File: src/rtl/age_entry_alloc.sv
// age_entry_alloc: entry allocation, payload storage and release for age-ordered issue.
// Ports: req_* enqueue lanes, enq_* allocation, deq_* release/read, entry_vld/count/full/empty status.
module age_entry_alloc #(
  parameter int NumEntries = 4,
  parameter int NumEnq = 2,
  parameter int DataWidth = 32,
  localparam int CntW = $clog2(NumEntries + 1)
) (
  input  logic                                   clk_i,
  input  logic                                   rst_ni,
  input  logic [NumEnq-1:0]                      req_valid_i,
  input  logic [NumEnq-1:0][DataWidth-1:0]       req_data_i,
  output logic [NumEnq-1:0]                      req_ready_o,
  output logic [NumEnq-1:0]                      enq_fire_o,
  output logic [NumEnq-1:0][NumEntries-1:0]      enq_mask_o,
  input  logic                                   deq_fire_i,
  input  logic [NumEntries-1:0]                  deq_mask_i,
  output logic [DataWidth-1:0]                   deq_data_o,
  output logic [NumEntries-1:0]                  entry_vld_o,
  output logic [CntW-1:0]                        count_o,
  output logic                                   full_o,
  output logic                                   empty_o
);

  logic [NumEntries-1:0]                 vld_q, vld_d;
  logic [NumEntries-1:0][DataWidth-1:0]  data_q, data_d;
  logic [CntW-1:0]                       cnt_q, cnt_d;

  // Priority scan over registered free entries; lane j only
  // gets an entry when enough free slots exist for it.
  always_comb begin : alloc
    logic [NumEntries-1:0] taken;
    logic found;
    int free_n;
    taken = '0;
    found = 1'b0;
    enq_mask_o = '0;
    req_ready_o = '0;
    free_n = NumEntries - int'(cnt_q);
    for (int j = 0; j < NumEnq; j++) begin
      if (free_n > j) begin
        req_ready_o[j] = 1'b1;
        found = 1'b0;
        for (int e = 0; e < NumEntries; e++) begin
          if (!vld_q[e] && !taken[e] && !found) begin
            enq_mask_o[j][e] = 1'b1;
            found = 1'b1;
          end
        end
        taken = taken | enq_mask_o[j];
      end
    end
  end

  assign enq_fire_o = req_valid_i & req_ready_o;

  always_comb begin : nxt
    logic [CntW-1:0] n_enq;
    n_enq = '0;
    vld_d = vld_q;
    data_d = data_q;
    if (deq_fire_i) vld_d = vld_d & ~deq_mask_i;
    for (int j = 0; j < NumEnq; j++) begin
      if (enq_fire_o[j]) begin
        vld_d = vld_d | enq_mask_o[j];
        n_enq = n_enq + CntW'(1);
        for (int e = 0; e < NumEntries; e++) begin
          if (enq_mask_o[j][e]) data_d[e] = req_data_i[j];
        end
      end
    end
    cnt_d = cnt_q + n_enq - CntW'(deq_fire_i);
  end

  always_comb begin
    deq_data_o = '0;
    for (int e = 0; e < NumEntries; e++) begin
      if (deq_mask_i[e]) deq_data_o = deq_data_o | data_q[e];
    end
  end

  always_ff @(posedge clk_i or negedge rst_ni) begin
    if (!rst_ni) begin
      vld_q <= '0;
      cnt_q <= '0;
    end else begin
      vld_q <= vld_d;
      cnt_q <= cnt_d;
    end
  end

  always_ff @(posedge clk_i) begin
    data_q <= data_d;
  end

  assign entry_vld_o = vld_q;
  assign count_o = cnt_q;
  assign full_o = (cnt_q == CntW'(NumEntries));
  assign empty_o = (cnt_q == '0);

  logic a_disj, a_free, a_packed;
  always_comb begin
    a_disj = 1'b1;
    a_free = 1'b1;
    a_packed = 1'b1;
    for (int j = 0; j < NumEnq; j++) begin
      for (int k = j + 1; k < NumEnq; k++) begin
        if ((enq_mask_o[j] & enq_mask_o[k]) != '0) a_disj = 1'b0;
      end
      if (enq_fire_o[j] && (enq_mask_o[j] & vld_q) != '0) a_free = 1'b0;
    end
    for (int j = 1; j < NumEnq; j++) begin
      if (req_valid_i[j] && !req_valid_i[j-1]) a_packed = 1'b0;
    end
  end

  a_mask_disjoint: assert property (
    @(posedge clk_i) disable iff (!rst_ni) a_disj);
  a_enq_free: assert property (
    @(posedge clk_i) disable iff (!rst_ni) a_free);
  a_req_packed: assert property (
    @(posedge clk_i) disable iff (!rst_ni) a_packed);
  a_deq_onehot: assert property (
    @(posedge clk_i) disable iff (!rst_ni)
    deq_fire_i |-> $onehot(deq_mask_i));
  a_deq_valid: assert property (
    @(posedge clk_i) disable iff (!rst_ni)
    deq_fire_i |-> ((deq_mask_i & ~vld_q) == '0));
  a_cnt_match: assert property (
    @(posedge clk_i) disable iff (!rst_ni)
    $countones(vld_q) == int'(cnt_q));

endmodule

File: config.mk
export PLATFORM = sky130hd
export DESIGN_NAME = age_entry_alloc
export DESIGN_NICKNAME = d
export VERILOG_FILES = /design/src/rtl/age_entry_alloc.sv
export SDC_FILE = /design/constraint.sdc
export NUM_CORES = 1
export LEC_CHECK = 0
export CORE_ASPECT_RATIO = 1.5
export CORE_MARGIN = 8
export CORE_UTILIZATION = 64
export DETAILED_ROUTE_END_ITERATION = 8
export DONT_BUFFER_PORTS = 1
export GPL_TIMING_DRIVEN = 0
export PLACE_DENSITY = 0.89
export SLEW_MARGIN = 10
export SYNTH_ARGS = -nofsm -noshare
export SYNTH_HDL_FRONTEND = slang
export SYNTH_SLANG_ARGS = --single-unit
File: constraint.sdc
create_clock -name clk_i -period 4.1 [get_ports clk_i]
set_input_delay 0.82 -clock clk_i [delete_from_list [all_inputs] [get_ports clk_i]]
set_output_delay 0.82 -clock clk_i [all_outputs]
set_load 0.01 [all_outputs]
==> results of run 1 <==
sequential cells by signal (all words and copies together), names as in the netlist:
| name | flops |
|---|---|
| entry_vld_o | 4 |
| count_o | 3 |
| data_q | 128 |
cell type report:
type                            count  share of cell area (%)
Buffer                             45                   3.114
Sequential cell                   135                   37.23
Inverter                           12                  0.6126
Tap cell                          117                   1.991
Clock inverter                     11                   1.361
Clock buffer                       21                   6.262
Multi-Input combinational cell    377                   49.43
worst reg2reg max path, delay by kind of cell, from the launching register on:
kind,cells,cell delay (ns)
XOR/XNOR,1,0.18
adder cells (fa/ha/maj),4,1.21
buffers and inverters,5,0.80
flip-flops,1,0.42
multiplexers,1,0.28
AND/OR/NAND/NOR,3,0.45
worst paths after layout:
check | from | to | slack, ns | cells after the start
worst max-delay path | count_o[2] | enq_mask_o[5] | 0.42 | 8
worst min-delay path | rst_ni | entry_vld_o[2] | 0.09 | 0
worst max register to register | count_o[2] | count_o[2] | 0.66 | 14
worst min register to register | data_q[3] | data_q[3] | 0.48 | 1
max in group asynchronous | rst_ni | entry_vld_o[3] | 3.93 | 0
min in group clk_i | data_q[3] | data_q[3] | 0.48 | 1
placed cells by master (no fill, tap or decap), types with 3 or more instances in the layout:
cell type and instances:
sky130_fd_sc_hd__ha_1 5, sky130_fd_sc_hd__clkinv_4 3, sky130_fd_sc_hd__nand2_1 45, sky130_fd_sc_hd__buf_6 4, sky130_fd_sc_hd__clkbuf_16 17, sky130_fd_sc_hd__mux2_2 194
sky130_fd_sc_hd__nor2_1 5, sky130_fd_sc_hd__a22oi_1 64, sky130_fd_sc_hd__clkbuf_1 21, sky130_fd_sc_hd__dfrtp_1 7, sky130_fd_sc_hd__nand3_1 5, sky130_fd_sc_hd__dfxtp_1 128
sky130_fd_sc_hd__inv_1 12, sky130_fd_sc_hd__buf_2 21, sky130_fd_sc_hd__mux2_4 29, sky130_fd_sc_hd__clkinv_2 4
kinds of logic (layout without fill, tap and decap cells):
group | Yosys count | count (layout) | share of synthesized area (%)
multiplexers | 225 | 225 | 39.76
adder cells (fa/ha/maj) | 6 | 6 | 1.242
AO/OA/AOI/OAI | 76 | 76 | 8.697
XOR/XNOR | 2 | 2 | 0.2636
other | 1 | 1 | 0.05642
flip-flops | 135 | 135 | 41.19
AND/OR/NAND/NOR | 67 | 67 | 4.669
buffers and inverters | 57 | 89 | 4.123
through the flow:
step / std cells / worst slack (ns) / hold slack [ns]
after floorplan: 569 / 0.9732 / 0.4573
after global placement: 686 / 0.7707 / 0.4623
after detailed placement: 686 / 0.6937 / 0.4730
after CTS: 718 / 0.4320 / 0.09035
after global routing: 718 / 0.2284 / 0.08604
final: 718 / 0.4220 / 0.09494
routing by layer:
| layer | up-vias | wire, um | share of wire [%] |
|---|---|---|---|
| met3 | 48 | 1209 | 7.2 |
| met5 | - | 0 | 0 |
| met4 | 0 | 562 | 3.3 |
| li1 | 2134 | - | - |
| met1 | 2302 | 6135 | 36 |
| met2 | 161 | 8998 | 53 |
report_power, final:
group / internal, W / leakage [nW] / switching (W)
sequential: 0.00206 / 1.16 / 0.000408
combinational: 0.00161 / 1.72 / 0.00122
clock: 0.000865 / 0.273 / 0.000570
==> report_table.html, run 1 <==
<table>
<tr><th>Metric</th><th>Value</th></tr>
<tr><th colspan="2">Run status</th></tr>
<tr><td>Run status</td><td>finished, final reports clean</td></tr>
<tr><th colspan="2">Cells and area</th></tr>
<tr><td>Ratio of cells with drive above 1 in the final layout</td><td>47.25%</td></tr>
<tr><td>Relative area change from synthesis to final layout</td><td>10.64%</td></tr>
<tr><td>Count of nets after finishing</td><td>667</td></tr>
<tr><td>Post-route cell area</td><td>7353 um2</td></tr>
<tr><td>Final standard cell utilization of the core</td><td>72.56%</td></tr>
<tr><td>N_diodes</td><td>0</td></tr>
<tr><td>Combined flip-flop and latch cell area</td><td>2738 um2</td></tr>
<tr><td>Fill cell instance count of the final layout</td><td>709</td></tr>
<tr><td>Multi-input gate area in the final layout</td><td>3635 um2</td></tr>
<tr><th colspan="2">Clock tree</th></tr>
<tr><td>Clock Tree Buf Depth</td><td>2</td></tr>
<tr><td>CTS H-tree lvls</td><td>4</td></tr>
<tr><td>CTS resizes</td><td>0</td></tr>
<tr><td>Number of clock buffers inserted by TritonCTS</td><td>17</td></tr>
<tr><td>Insertion delay to the later sink of the worst-skew pair</td><td>between 0.4 and 0.5 ns</td></tr>
<tr><td>Worst-path clk slew</td><td>around 0.06 ns</td></tr>
<tr><td>Clock tree root driver cell</td><td>sky130_fd_sc_hd__clkbuf_16</td></tr>
<tr><td>Postcts setup bufs</td><td>0</td></tr>
<tr><td># hold bufs at CTS</td><td>0</td></tr>
<tr><td>Clock sink count</td><td>135</td></tr>
<tr><td>CTS tree</td><td>done</td></tr>
<tr><th colspan="2">STA</th></tr>
<tr><td>Part of the cycle the worst path needs</td><td>89.71%</td></tr>
<tr><td>RSZ-0062 raised after global routing</td><td>false</td></tr>
<tr><td>Hold Violations, Final</td><td>0</td></tr>
<tr><td>Slew Viols, Final</td><td>0</td></tr>
<tr><td>Final Skew</td><td>0.007215 ns</td></tr>
<tr><td>Final setup violation count</td><td>0</td></tr>
<tr><td>Worst-margin pin slew</td><td>0.8317 ns</td></tr>
<tr><td>Min Tclk post-route</td><td>3.678 ns</td></tr>
<tr><td>Fmax</td><td>0.2719 GHz</td></tr>
<tr><td>Worst slew slack as a fraction of its limit</td><td>44.04%</td></tr>
<tr><td>Setup TNS Final</td><td>0 ns</td></tr>
<tr><th colspan="2">Drt</th></tr>
<tr><td>TritonRoute pass-1 iters</td><td>4</td></tr>
<tr><td>Average via count per standard cell</td><td>6.469</td></tr>
<tr><td>First-iteration detailed-routing DRC count</td><td>roughly 140</td></tr>
<tr><td>Average routed wire per standard cell</td><td>23.54 um</td></tr>
<tr><td>Detailed-route DRC error count</td><td>0</td></tr>
<tr><td>Routed vias</td><td>4645</td></tr>
<tr><td>Overall routed net length</td><td>16910 um</td></tr>
<tr><td>Number of nets with antenna violations after routing</td><td>0</td></tr>
<tr><th colspan="2">Job</th></tr>
<tr><td>MaxCap Viol Count</td><td>0</td></tr>
<tr><th colspan="2">Setup path</th></tr>
<tr><td>Slowest stage delay, CP</td><td>0.46 ns</td></tr>
<tr><td>Worst Path Max Fanout</td><td>7</td></tr>
<tr><td>Crit end category</td><td>output port</td></tr>
<tr><td>Top delay family on crit path</td><td>buffers and inverters</td></tr>
<tr><td>Required time of the critical path</td><td>3.28 ns</td></tr>
<tr><td>Worst-path cell with the longest stage delay</td><td>sky130_fd_sc_hd__a211oi_1</td></tr>
<tr><td>Chain of cells forming the critical path</td><td>clkbuf_1 &gt; inv_1 &gt; ha_1 &gt; or3b_2 &gt; clkbuf_1 &gt; nand2_1 &gt; inv_1 &gt; a211oi_1</td></tr>
<tr><td>Arrival time at the worst endpoint</td><td>2.86 ns</td></tr>
<tr><td>CP startpoint kind</td><td>flip-flop</td></tr>
<tr><td>Total buffers and inverters traversed by the critical path</td><td>4</td></tr>
<tr><td>Path type of the worst setup path</td><td>reg2out</td></tr>
<tr><th colspan="2">Power</th></tr>
<tr><td>Power Density</td><td>around 910 nW/um2</td></tr>
<tr><td>Total power</td><td>a little under 0.007 W</td></tr>
<tr><td>IR drop worst, VDD</td><td>0.5498 mV</td></tr>
<tr><td>Leakage</td><td>around 3.2 nW</td></tr>
<tr><th colspan="2">Placed design</th></tr>
<tr><td>Gpl congestion</td><td>roughly 0.9</td></tr>
<tr><td>Half-perimeter wire length after detailed placement</td><td>between 10000 and 15000 um</td></tr>
<tr><td>Number of port buffers</td><td>0</td></tr>
<tr><td>Standard cell area after detailed placement</td><td>6793 um2</td></tr>
<tr><th colspan="2">Yosys</th></tr>
<tr><td>Area leader, netlist</td><td>sky130_fd_sc_hd__dfxtp_1</td></tr>
<tr><td>Netlist area before placement</td><td>6646 um2</td></tr>
<tr><td>Post-synth EDFFs</td><td>0</td></tr>
<tr><td>Distinct cells, synth</td><td>38</td></tr>
<tr><td>Mapped Nets</td><td>648</td></tr>
<tr><td>Most instantiated cells after synthesis</td><td>sky130_fd_sc_hd__mux2_2, sky130_fd_sc_hd__dfxtp_1, sky130_fd_sc_hd__a22oi_1</td></tr>
<tr><td>Main flop type after synthesis</td><td>sky130_fd_sc_hd__dfxtp_1</td></tr>
<tr><td>Flip-flop and latch count after synthesis</td><td>135</td></tr>
<tr><td>Average instance area after synthesis</td><td>approximately 12 um2</td></tr>
<tr><td>Share of synthesized flip-flops with an asynchronous set or reset</td><td>5.185%</td></tr>
<tr><td>Yosys Warn Count</td><td>0</td></tr>
<tr><td>Most repeated cell in the gate-level netlist after synthesis</td><td>sky130_fd_sc_hd__mux2_2</td></tr>
<tr><td>Biggest area contributors in the synthesized netlist</td><td>sky130_fd_sc_hd__dfxtp_1, sky130_fd_sc_hd__mux2_2, sky130_fd_sc_hd__a22oi_1</td></tr>
<tr><td>Mapped Cells</td><td>569</td></tr>
<tr><td>Share of the yosys chip area belonging to registers</td><td>41.19%</td></tr>
<tr><td>Share of Yosys cell area claimed by the top area cell type</td><td>between 30% and 40%</td></tr>
<tr><th colspan="2">Floorplanning</th></tr>
<tr><td>Core area</td><td>10130 um2</td></tr>
<tr><td>Floorplan die height</td><td>140.8 um</td></tr>
<tr><td>Standard-cell row count</td><td>45</td></tr>
<tr><td>Die Span X</td><td>99.21 um</td></tr>
<tr><td>Area of the die</td><td>13970 um2</td></tr>
<tr><td>Starting Density</td><td>around two thirds</td></tr>
<tr><td>Number of top-level pins</td><td>about 130</td></tr>
<tr><th colspan="2">Global route</th></tr>
<tr><td>Total overflow reported by the global router</td><td>0</td></tr>
<tr><td>Global routing usage on met3</td><td>8.428%</td></tr>
<tr><td>Gr usage total</td><td>24.29%</td></tr>
<tr><td>Most used routing layer in global routing</td><td>met2</td></tr>
<tr><td>Via count of the first global-routing pass</td><td>5244</td></tr>
<tr><td>Global-route wire length before repair</td><td>26700 um</td></tr>
<tr><td>Antenna violations before repair</td><td>0</td></tr>
<tr><td>Global-route track usage on met1</td><td>a little under a quarter</td></tr>
<tr><td>Pin count of the biggest net entering global routing</td><td>17</td></tr>
<tr><td>Global Route met2 Usage</td><td>between 40% and 50%</td></tr>
<tr><th colspan="2">Hold path</th></tr>
<tr><td>Hold crit path type</td><td>in2async</td></tr>
</table>
Note: power is estimated with default switching activity, not from simulation.
==> inputs of run 2 (changes only) <==
--- a/config.mk
+++ b/config.mk
@@ -5,6 +5,7 @@
 export SDC_FILE = /design/constraint.sdc
 export NUM_CORES = 1
 export LEC_CHECK = 0
+export CAP_MARGIN = 20
 export CORE_ASPECT_RATIO = 1.5
 export CORE_MARGIN = 8
 export CORE_UTILIZATION = 64
@@ -16,3 +17,4 @@
 export SYNTH_ARGS = -nofsm -noshare
 export SYNTH_HDL_FRONTEND = slang
 export SYNTH_SLANG_ARGS = --single-unit
+export TNS_END_PERCENT = 30
==> results of run 2 <==
Final layout, timing and power as in run 1 (identical DEF).
==> inputs of run 3 (changes only) <==
--- a/config.mk
+++ b/config.mk
@@ -5,7 +5,6 @@
 export SDC_FILE = /design/constraint.sdc
 export NUM_CORES = 1
 export LEC_CHECK = 0
-export CAP_MARGIN = 20
 export CORE_ASPECT_RATIO = 1.5
 export CORE_MARGIN = 8
 export CORE_UTILIZATION = 64
==> results of run 3 <==
Final layout, timing and power as in run 1 (identical DEF).
